$ cat src/rtl/id_ex_skid.sv
// ID/EX pipeline register with a one-entry skid buffer.
// The decode-side ready is a pure function of the registered occupancy, so
// there is no combinational path from ex_ready back to id_ready. Empty slots
// always hold an all-zero bubble (NOP), so ex_* reads as a bubble whenever
// ex_valid is low.
module id_ex_skid #(
   parameter int ALUOP_W   = 8,
   parameter int ALUSEL_W  = 3,
   parameter int DATA_W    = 32,
   parameter int REGADDR_W = 5,
   parameter int CNT_W     = 16
) (
   input  logic                 clk,
   input  logic                 rst,
   input  logic                 flush,
   input  logic                 id_valid,
   output logic                 id_ready,
   input  logic [ALUOP_W-1:0]   id_aluop,
   input  logic [ALUSEL_W-1:0]  id_alusel,
   input  logic [DATA_W-1:0]    id_reg1,
   input  logic [DATA_W-1:0]    id_reg2,
   input  logic [REGADDR_W-1:0] id_wd,
   input  logic                 id_wreg,
   output logic                 ex_valid,
   input  logic                 ex_ready,
   output logic [ALUOP_W-1:0]   ex_aluop,
   output logic [ALUSEL_W-1:0]  ex_alusel,
   output logic [DATA_W-1:0]    ex_reg1,
   output logic [DATA_W-1:0]    ex_reg2,
   output logic [REGADDR_W-1:0] ex_wd,
   output logic                 ex_wreg,
   output logic [CNT_W-1:0]     stall_cnt
);

   localparam int PAY_W = ALUOP_W + ALUSEL_W + 2 * DATA_W + REGADDR_W + 1;
   localparam logic [PAY_W-1:0] BUBBLE = '0;
   localparam logic [CNT_W-1:0] CNT_MAX = '1;

   typedef enum logic [1:0] {
      EMPTY = 2'd0,
      ONE   = 2'd1,
      TWO   = 2'd2
   } state_t;

   state_t           state_q, state_d;
   logic [PAY_W-1:0] main_q, main_d;
   logic [PAY_W-1:0] skid_q, skid_d;
   logic [CNT_W-1:0] stall_cnt_q, stall_cnt_d;

   logic [PAY_W-1:0] in_pay;
   logic             in_fire;
   logic             out_fire;

   assign in_pay   = {id_aluop, id_alusel, id_reg1, id_reg2, id_wd, id_wreg};

   assign id_ready = (state_q != TWO);
   assign ex_valid = (state_q != EMPTY);
   assign in_fire  = id_valid & id_ready;
   assign out_fire = ex_valid & ex_ready;

   assign {ex_aluop, ex_alusel, ex_reg1, ex_reg2, ex_wd, ex_wreg} = main_q;
   assign stall_cnt = stall_cnt_q;

   // Next occupancy and slot contents; flush overrides every handshake.
   always_comb begin
      state_d = state_q;
      main_d  = main_q;
      skid_d  = skid_q;
      unique case (state_q)
         EMPTY: begin
            if (in_fire) begin
               main_d  = in_pay;
               state_d = ONE;
            end
         end
         ONE: begin
            if (in_fire && out_fire) begin
               main_d = in_pay;
            end else if (in_fire) begin
               skid_d  = in_pay;
               state_d = TWO;
            end else if (out_fire) begin
               main_d  = BUBBLE;
               state_d = EMPTY;
            end
         end
         TWO: begin
            if (out_fire) begin
               main_d  = skid_q;
               skid_d  = BUBBLE;
               state_d = ONE;
            end
         end
         default: begin
            main_d  = BUBBLE;
            skid_d  = BUBBLE;
            state_d = EMPTY;
         end
      endcase
      if (flush) begin
         main_d  = BUBBLE;
         skid_d  = BUBBLE;
         state_d = EMPTY;
      end
   end

   // Saturating count of cycles where execute holds off a valid payload.
   always_comb begin
      stall_cnt_d = stall_cnt_q;
      if (ex_valid && !ex_ready && (stall_cnt_q != CNT_MAX)) begin
         stall_cnt_d = stall_cnt_q + 1'b1;
      end
   end

   // State, slot and counter registers with synchronous reset.
   always_ff @(posedge clk) begin
      if (rst) begin
         state_q     <= EMPTY;
         main_q      <= BUBBLE;
         skid_q      <= BUBBLE;
         stall_cnt_q <= '0;
      end else begin
         state_q     <= state_d;
         main_q      <= main_d;
         skid_q      <= skid_d;
         stall_cnt_q <= stall_cnt_d;
      end
   end

endmodule

$ cat config.mk
export PLATFORM = sky130hd
export DESIGN_NAME = id_ex_skid
export DESIGN_NICKNAME = d
export VERILOG_FILES = /design/src/rtl/id_ex_skid.sv
export SDC_FILE = /design/constraint.sdc
export NUM_CORES = 1
export LEC_CHECK = 0
export ABC_AREA = 0
export BUFFER_PORTS_ARGS = -buffer_cell sky130_fd_sc_hd__clkbuf_2
export CELL_PAD_IN_SITES_DETAIL_PLACEMENT = 2
export CELL_PAD_IN_SITES_GLOBAL_PLACEMENT = 2
export CORE_UTILIZATION = 31
export CTS_CLUSTER_SIZE = 8
export DETAILED_ROUTE_END_ITERATION = 16
export PLACE_DENSITY_LB_ADDON = 0.1
export SYNTH_ARGS = -nofsm -noshare
export SYNTH_HDL_FRONTEND = slang
export SYNTH_SLANG_ARGS = --single-unit
$ cat constraint.sdc
create_clock -name clk -period 3.3 [get_ports clk]
set_input_delay 0 -clock clk [delete_from_list [all_inputs] [get_ports clk]]
set_output_delay 0 -clock clk [all_outputs]
set_load 0.05 [all_outputs]
==> summary.txt, run 1 <==
CTS
  – Post-CTS Setup Repair Bufs: 0
  – CTS Buf Count: 17
  – Clock H-tree levels: 4
  – Clk sinks: 180
  – Root Buffer: clkbuf_16
  – TritonCTS clock tree: yes
  – Longest Clk Path Bufs: 2
  – PostCTS Resize Cnt: 0
  – Clock edge transition at the registers on the reported setup and hold paths: 0.08 ns
  – Worst-skew pair later-pin latency: ~0.43 ns

STA
  – Fin crit period: 2.52 ns
  – Worst Max-Slew Pin Slew: between 0.8 and 0.9 ns
  – TNS Setup: 0 ns
  – Final hold vios: 1
  – Final setup vio count: 0
  – Relative slew slack: 0.457
  – Worst Clk Skew: 0.0124 ns
  – Final worst path period share: 0.765
  – Hold_ws: -0.00295 ns
  – RSZ-0062 raised after global routing: false
  – Max-slew violation count: 0
  – Fmax: roughly 400 MHz
  – Post-route setup slack: 0.775 ns

Logic synthesis
  – Synth unique cells: 39
  – Top area cells in the synthesized netlist: dfxtp_1, and2_1, mux2i_1, nor3b_1, nor2_1
  – Post-Synthesis Net Count: 1034
  – Synth Flop Type: dfxtp_1
  – Syn. warnings: 0
  – EDFF count, synth: 0
  – Cell taking the most area after synthesis: dfxtp_1
  – Area of the mapped netlist: 0.00813 mm^2
  – Register bit count reported by yosys: 180
  – Sequential element share of the synthesized area: 0.443
  – Yosys top cell area share: 0.443
  – Gate Count Post-Synth: 947
  – Ys async rst share: 0
  – Synth Area per Inst: between 8 and 9 um^2

Place
  – Setup Slack @ Placement: 0.785 ns
  – DP HPWL: 16800 um
  – Port bufs: 184
  – RePlAce Congestion: 0.696

Cells and area
  – Most common cell after layout, fill and taps aside: clkbuf_2
  – Fillers: 2875
  – ANT cells: 0
  – P&R area growth vs syn: 31.7%
  – Nets: 1253
  – Fin util: 0.421
  – Commonest non-fill, non-tap cells in the layout: clkbuf_2, dfxtp_1, and2_1
  – Layout cells sized above 1: 0.211

Setup path
  – Setup crit start kind: register
  – FF-to-FF End: main_q[74]
  – Largest stage delay on the critical path: 0.72 ns
  – CP Cell Sequence: mux2i_1, o21a_4, buf_4, nand2_1, a21oi_1
  – Cell family with most CP delay: compound AO/OA/AOI/OAI gates
  – Worst path required time: 3.65 ns
  – Crit Path Max Fanout: 56
  – Data arrival, critical path: 2.88 ns
  – Critical-path top delay cell: o21a_4
  – Worst Setup End Kind: register
  – Critical path class: register to register
  – CP bufs+invs: 1
  – R2R Setup Slk: 0.78 ns
  – Reg2Reg Depth: 5
  – RR Startpoint: state_q[0]

Floorplanning
  – Die Width: 164 um
  – Initial Utilization: 0.319
  – Die Y: 164 um
  – Die Footprint: approximately 0.027 mm^2
  – Site Rows: 58
  – IO Count: 185
  – Core Area: 0.0255 mm^2

GRT
  – Vias in the first global route: 8038
  – First-pass GRT wire length: 43200 um
  – Total grt overflow: 0
  – Overall global routing resource usage: 0.205
  – Largest net degree at the start of global routing: roughly 110
  – Antenna violations before repair: 0

Route
  – Vias per inst: 5.06
  – WL final: 27200 um
  – Vias: 7631
  – DRT iter0 DRCs: 386
  – # DRC: 0
  – Final antenna-violating net count: 0
  – Drt wl/cell: between 15 and 20 um
  – Router iterations before antenna repair: 6

Run
  – Total of max-cap violations: 0

Pwr
  – P_leak: 4.13 nW
  – Pwr Density: 451 mW/mm^2
  – Worst VDD drop: around 0.22 mV

Min path
  – HP Start: id_reg2[27]
  – Worst hold path depth: 4
  – Hold worst-path end: skid_q[33]
  – Hold Crit Class: input pin to register

Status
  – Failing checks: negative hold slack
  – Status: finished with violations
[cell type report]
class                      count  area, um^2  area share
inverter                       3        11.3     0.00105
clock inverter                10        77.6     0.00724
clock buffer                  22         464      0.0433
tap                          330         413      0.0385
sequential                   180        3600       0.336
multi-input combinational    682        4240       0.396
timing repair buffer         282        1900       0.178
[flip-flops by register name (all words and copies together), names as in the netlist]
signal,flops
main_q,81
skid_q,81
stall_cnt,16
state_q,2
[timing repair]
item	CTS	global route
hold buffers	78	0
setup endpoints to repair	0	0
hold endpoints to repair	97	0
[how the worst max path moves through the flow]
stage                       startpoint      endpoint  slack, ns  cells past startpoint
after global placement      state_q[0]    main_q[20]       0.88                      5
after CTS                   state_q[0]    main_q[18]       0.76                      5
after floorplan           stall_cnt[0]  stall_cnt[1]       1.03                      7
after global routing        state_q[0]    main_q[18]       0.62                      5
final                       state_q[0]    main_q[74]       0.78                      5
after detailed placement    state_q[0]    main_q[18]       0.78                      5
[power breakdown]
part	leakage, nW	internal [W]	switching (W)	total [W]
registers	1.46	0.00221	0.0000285	0.00224
clock network	0.249	0.00101	0.000914	0.00192
logic	2.42	0.000255	0.000415	0.000670
[per-stage QoR]
stage / total power, W / area [um^2] / cells
floorplan: 0.00267 / 8130 / 947
global placement: 0.00288 / 9390 / 1399
detailed placement: 0.00289 / 9390 / 1399
CTS: 0.00490 / 10700 / 1509
global route: 0.00504 / 10700 / 1509
finish: 0.00483 / 10700 / 1509
[cells by family after synthesis]
kind of cell | Yosys count | share of synthesized area
compound gates | 182 | 0.134
xor+xnor | 1 | 0.00108
fa+ha+maj | 1 | 0.00154
buf+inv | 85 | 0.0426
flops | 180 | 0.443
mux | 83 | 0.102
simple gates | 415 | 0.276
[worst min-delay path: stages]
cell	delay [ns]
clkbuf_2	0.09
and2_1	0.11
mux2i_1	0.06
nor2_1	0.11
[cells in the mapped netlist (2+ instances only)]
master    instances
a21oi_1          76
a222oi_1         20
and2_1          143
and3_1            3
buf_2            13
clkbuf_1         67
dfxtp_1         180
inv_1             3
mux2i_1          83
nand2_1          68
nand3_1           3
nand4_1           5
nor2_1          107
nor2b_1           3
nor3_1            2
nor3b_1          62
o21ai_0          58
o21ai_1          11
o22a_1            2
o31ai_1           6
or2_2             3
or3_1             7
or4_1             6
[layer usage]
metal / up-vias / part of all wire / track usage
met5: - / 0 / 0
met1: 3780 / 0.46 / 0.263
met4: 0 / 0.014 / 0.0577
met2: 147 / 0.48 / 0.350
li1: 3679 / - / -
met3: 25 / 0.041 / 0.0379
Note: power is estimated with default switching activity, not from simulation.
==> inputs of run 2 (changes only) <==
CORE_UTILIZATION = 29   (was 31)
clock period = 2.3 ns   (was 3.3 ns; I/O delays follow)
==> summary.txt, run 2 (synthesis results as in run 1) <==
Status
  – Status: complete, no violations

STA
  – Worst Clk Skew: 0.0165 ns (+0.00403 ns)
  – Worst Max-Slew Pin Slew: 1.06 ns (+0.245 ns)
  – Final hold vios: 0 (-1)
  – Fmax: 479 MHz (+21%)
  – Final worst path period share: 0.908 (+0.143)
  – Max-slew violation count: 0 (unchanged)
  – Fin crit period: 2.09 ns (-0.436 ns)
  – TNS Setup: 0 ns (unchanged)
  – RSZ-0062 raised after global routing: false
  – Final setup vio count: 0 (unchanged)
  – Post-route setup slack: 0.211 ns (-0.564 ns)
  – Relative slew slack: 0.293 (-0.164)

GRT
  – Vias in the first global route: 8144 (+1.3%)
  – Overall global routing resource usage: 0.195 (-0.0105)
  – Largest net degree at the start of global routing: 63 (-42%)
  – Antenna violations before repair: 0 (unchanged)
  – Total grt overflow: 0 (unchanged)
  – First-pass GRT wire length: 43700 um (+1.1%)

Cells and area
  – Most common cell after layout, fill and taps aside: clkbuf_2
  – P&R area growth vs syn: 35.0%
  – Register area: 0.00361 mm^2 (about the same)
  – Nets: 1262 (+0.72%)
  – Commonest non-fill, non-tap cells in the layout: clkbuf_2, dfxtp_1, and2_1
  – Cell Count, Final, Fillers Out: 1560 (+3.4%)
  – Multi-input gate area: 0.00424 mm^2 (unchanged)
  – Layout cells sized above 1: 0.215 (+0.00429)
  – Fin util: 0.403 (-0.0178)
  – Fillers: 3061 (+6.5%)
  – ANT cells: 0 (unchanged)

Floorplanning
  – Site Rows: 60 (+3.4%)
  – Initial Utilization: 0.298 (-0.0208)
  – IO Count: 185 (unchanged)
  – Die Width: 169 um (+3.4%)
  – Die Y: 169 um (+3.4%)
  – Die Footprint: 0.0287 mm^2 (+6.8%)
  – Core Area: 0.0273 mm^2 (+7.0%)

Setup path
  – Crit Path Max Fanout: 20 (-64%)
  – Worst Setup End Kind: register
  – FF-to-FF End: main_q[69]
  – RR Startpoint: state_q[0]
  – Critical path class: register to register
  – R2R Setup Slk: 0.21 ns (-0.56 ns)
  – CP Launch Point: state_q[0]
  – Data arrival, critical path: 2.45 ns (-0.43 ns)
  – Setup crit start kind: register
  – Worst path required time: 2.66 ns (-0.99 ns)
  – Reg2Reg Depth: 5 (unchanged)

CTS
  – CTS Hold Buffers Added: 81 (+3.8%)
  – PostCTS Resize Cnt: 0 (unchanged)
  – Clock edge transition at the registers on the reported setup and hold paths: 0.07 ns (about the same)
  – Post-CTS Setup Repair Bufs: 0 (unchanged)
  – Clk sinks: 180 (unchanged)
  – Clock H-tree levels: 4 (unchanged)
  – Root Buffer: clkbuf_16
  – Longest Clk Path Bufs: 2 (unchanged)
  – Worst-skew pair later-pin latency: 0.43 ns (about the same)
  – CTS Buf Count: 17 (unchanged)
  – TritonCTS clock tree: yes

Min path
  – Hold worst-path end: skid_q[21]
  – Worst hold path depth: 4 (unchanged)
  – Hold Crit Class: input pin to register
  – HP Start: id_reg2[15]

Pwr
  – Worst VDD drop: 0.421 mV (+90%)
  – P_leak: 4.23 nW (+2.5%)
  – Pwr Density: 666 mW/mm^2 (+48%)

Route
  – Drt wl/cell: 17.5 um (-2.6%)
  – DRT iter0 DRCs: 324 (-16%)
  – Vias per inst: 4.90 (-3.1%)
  – Router iterations before antenna repair: 7 (+1)
  – Final antenna-violating net count: 0 (unchanged)
  – Vias: 7647 (+0.21%)
  – WL final: 27400 um (+0.69%)
  – # DRC: 0 (unchanged)

Place
  – Port bufs: 184 (unchanged)
  – Setup Slack @ Placement: 0.230 ns (-0.555 ns)
  – DP HPWL: 17100 um (+1.9%)
  – RePlAce Congestion: 0.726 (+4.2%)
  – Cells after DPL: 1447 (+3.4%)

Run
  – Total of max-cap violations: 0 (unchanged)
## run 2: per-stage QoR
step | cell area [um^2] | total power, W | hold slack [ns]
after floorplan | 8130 | 0.00384 | 0.150
after global placement | 9550 | 0.00416 | 0.254
after detailed placement | 9550 | 0.00417 | 0.283
after CTS | 11000 | 0.00745 | 0.00103
after global routing | 11000 | 0.00763 | 0.0452
final | 11000 | 0.00731 | 0.0160
## run 2: layer usage
metal,wire [um],vias up,track usage
li1,-,3693,-
met1,12500,3808,0.235
met2,13600,133,0.352
met3,1080,13,0.0389
met4,199,0,0.0490
met5,0,-,0
## run 2: power by group
group          leakage (nW)  total (W)  switching [W]  internal, W
sequential             1.46    0.00321      0.0000378      0.00317
clock                 0.293    0.00311        0.00135      0.00176
combinational          2.48   0.000989       0.000600     0.000389
total                  4.23    0.00731        0.00198      0.00532
## run 2: worst max-delay path by stage
stage	to	slack, ns	depth (start not counted)
2_1_floorplan	stall_cnt[1]	0.03	7
3_3_place_gp	main_q[51]	0.28	5
3_5_place_dp	main_q[71]	0.23	5
4_1_cts	main_q[71]	0.21	5
5_1_grt	main_q[36]	0.0005	5
6_report	main_q[69]	0.21	5
## run 2: worst max-delay path, cell delays in order (launching register included)
cell and delay [ns]:
dfxtp_1 0.48, nor2b_4 0.18, inv_1 0.12, nor2_2 0.82, a222oi_1 0.29, nor2_1 0.14
## run 2: final cells by class
class                      instances  share of cell area
multi-input combinational        682               0.386
sequential                       180               0.329
timing repair buffer             291               0.186
tap                              372              0.0424
clock buffer                      20              0.0407
clock inverter                    12              0.0152
inverter                           3             0.00103
==> inputs of run 3 (changes only) <==
BUFFER_PORTS_ARGS = default   (was -buffer_cell sky130_fd_sc_hd__clkbuf_2)
CELL_PAD_IN_SITES_DETAIL_PLACEMENT = 1   (was 2)
CORE_UTILIZATION = 31   (was 29)
DONT_BUFFER_PORTS = 1   (was default)
==> summary.txt, run 3 (synthesis results as in run 1) <==
Route
  – Final antenna-violating net count: 0 (unchanged)
  – Router iterations before antenna repair: 6 (-1)
  – DRT iter0 DRCs: 437 (+35%)
  – Vias per inst: 5.19 (+5.8%)
  – WL final: 25100 um (-8.2%)
  – Drt wl/cell: 18.7 um (+6.5%)
  – # DRC: 0 (unchanged)
  – Vias: 6976 (-8.8%)

Setup path
  – Cell family with most CP delay: buffers and inverters
  – Reg2Reg Depth: 6 (+1)
  – Critical-path top delay cell: or4_1
  – FF-to-FF End: stall_cnt[15]
  – Critical path class: register to register
  – CP Cell Sequence: buf_12, o21ba_2, o41ai_2, buf_4, or4_1, a21oi_1
  – CP bufs+invs: 2 (+1)
  – R2R Setup Slk: 0.22 ns (about the same)
  – Worst Setup End Kind: register
  – Worst path required time: 2.66 ns (about the same)
  – Largest stage delay on the critical path: 0.52 ns (-0.30 ns)
  – Crit Path Max Fanout: 56 (+180%)
  – RR Startpoint: state_q[1]
  – Data arrival, critical path: 2.44 ns (about the same)
  – Setup crit start kind: register

GRT
  – Overall global routing resource usage: 0.189 (-0.00564)
  – Total grt overflow: 0 (unchanged)
  – Largest net degree at the start of global routing: 165 (+160%)
  – Vias in the first global route: 7458 (-8.4%)
  – First-pass GRT wire length: 39800 um (-8.8%)
  – Antenna violations before repair: 0 (unchanged)

Place
  – DP HPWL: 15600 um (-8.8%)
  – RePlAce Congestion: 0.774 (+6.7%)
  – DP Area: 0.00864 mm^2 (-9.5%)
  – Port bufs: 0 (-100%)

STA
  – Hold_ws: 0.0153 ns (-0.000738 ns)
  – Fmax: 480 MHz (+0.34%)
  – Final hold vios: 0 (unchanged)
  – Relative slew slack: 0.480 (+0.187)
  – Fin crit period: 2.08 ns (-0.00708 ns)
  – RSZ-0062 raised after global routing: false
  – Max-slew violation count: 0 (unchanged)
  – Worst Clk Skew: 0.0116 ns (-0.00492 ns)
  – Final setup vio count: 0 (unchanged)
  – Worst Max-Slew Pin Slew: 0.780 ns (-0.280 ns)
  – TNS Setup: 0 ns (unchanged)
  – Final worst path period share: 0.905 (-0.00308)

CTS
  – CTS Buf Count: 17 (unchanged)
  – Clk sinks: 180 (unchanged)
  – Longest Clk Path Bufs: 2 (unchanged)
  – Worst-skew pair later-pin latency: 0.43 ns (about the same)
  – Clock edge transition at the registers on the reported setup and hold paths: 0.07 ns (about the same)
  – Root Buffer: clkbuf_16
  – TritonCTS clock tree: yes
  – Clock H-tree levels: 4 (unchanged)

Status
  – Status: complete, no violations

Floorplanning
  – Die Footprint: 0.0269 mm^2 (-6.4%)
  – IO Count: 185 (unchanged)
  – Die Width: 164 um (-3.2%)
  – Die Y: 164 um (-3.2%)
  – Site Rows: 58 (-3.3%)
  – Initial Utilization: 0.319 (+0.0208)
  – Core Area: 0.0255 mm^2 (-6.5%)

Min path
  – HP Start: id_reg2[0]
  – Hold Crit Class: input pin to register
  – Hold worst-path end: main_q[6]
  – Worst hold path depth: 3 (-1)

Run
  – Total of max-cap violations: 0 (unchanged)

Cells and area
  – Commonest non-fill, non-tap cells in the layout: dfxtp_1, and2_1, nor2_1
  – P&R area growth vs syn: 23.8%
  – Nets: 1091 (-14%)
  – Fillers: 2939 (-4.0%)
  – Most common cell after layout, fill and taps aside: dfxtp_1
  – Design area: 0.0101 mm^2 (-8.3%)
  – Layout cells sized above 1: 0.0808 (-0.135)
  – ANT cells: 0 (unchanged)

Pwr
  – P_leak: 3.47 nW (-18%)
  – Total power: 0.00701 W (-4.1%)
  – Pwr Density: 696 mW/mm^2 (+4.6%)
  – Worst VDD drop: 0.332 mV (-21%)
==> run 3: what timing repair did <==
item | CTS | global route
buffers inserted | 0 | 0
hold buffers | 84 | 0
endpoints found under the setup margin | 0 | 9
gates resized for setup | 0 | 2
hold endpoints to repair | 176 | 0
==> run 3: how the worst max path moves through the flow <==
stage	start	to	slack, ns	cells past startpoint
2_1_floorplan	stall_cnt[0]	stall_cnt[1]	0.03	7
6_report	state_q[1]	stall_cnt[15]	0.22	6
3_5_place_dp	state_q[1]	main_q[36]	0.17	5
5_1_grt	state_q[1]	main_q[30]	0.07	6
3_3_place_gp	state_q[0]	main_q[27]	0.20	5
4_1_cts	state_q[1]	main_q[36]	0.15	5
==> run 3: cell type report <==
| type | instances | area (um^2) | share of cell area |
|---|---|---|---|
| sequential | 180 | 3610 | 0.358 |
| tap | 330 | 413 | 0.0410 |
| clock buffer | 17 | 425 | 0.0423 |
| clock inverter | 13 | 148 | 0.0147 |
| inverter | 3 | 11.3 | 0.00112 |
| multi-input combinational | 682 | 4250 | 0.422 |
| timing repair buffer | 120 | 1210 | 0.121 |
==> run 3: power breakdown <==
group | internal, W | switching [W] | leakage [nW] | total (W)
sequential | 0.00317 | 0.000216 | 1.46 | 0.00339
clock | 0.00161 | 0.00134 | 0.269 | 0.00295
combinational | 0.000308 | 0.000367 | 1.74 | 0.000676
total | 0.00509 | 0.00192 | 3.47 | 0.00701
==> run 3: stage by stage <==
stage          setup slack [ns]  instances   util
6_report                  0.219       1345  0.395
5_1_grt                  0.0677       1345  0.395
4_1_cts                   0.149       1345  0.395
3_5_place_dp              0.165       1231  0.339
3_3_place_gp              0.204       1231  0.339
2_1_floorplan            0.0294        947      -
==> run 3: layer usage <==
metal	routed length, um	vias to the layer above	global-route usage
met1	11100	3461	0.227
met3	1660	18	0.0558
li1	-	3345	-
met2	12100	152	0.326
met5	0	-	0
met4	278	0	0.0535
==> run 3: worst reg2reg max path, delay by kind of cell (launching register included) <==
kind,cells,cell delay [ns]
buffers and inverters,2,0.55
DFF,1,0.50
and+or+nand+nor,1,0.52
AOI/OAI and AO/OA,3,0.45
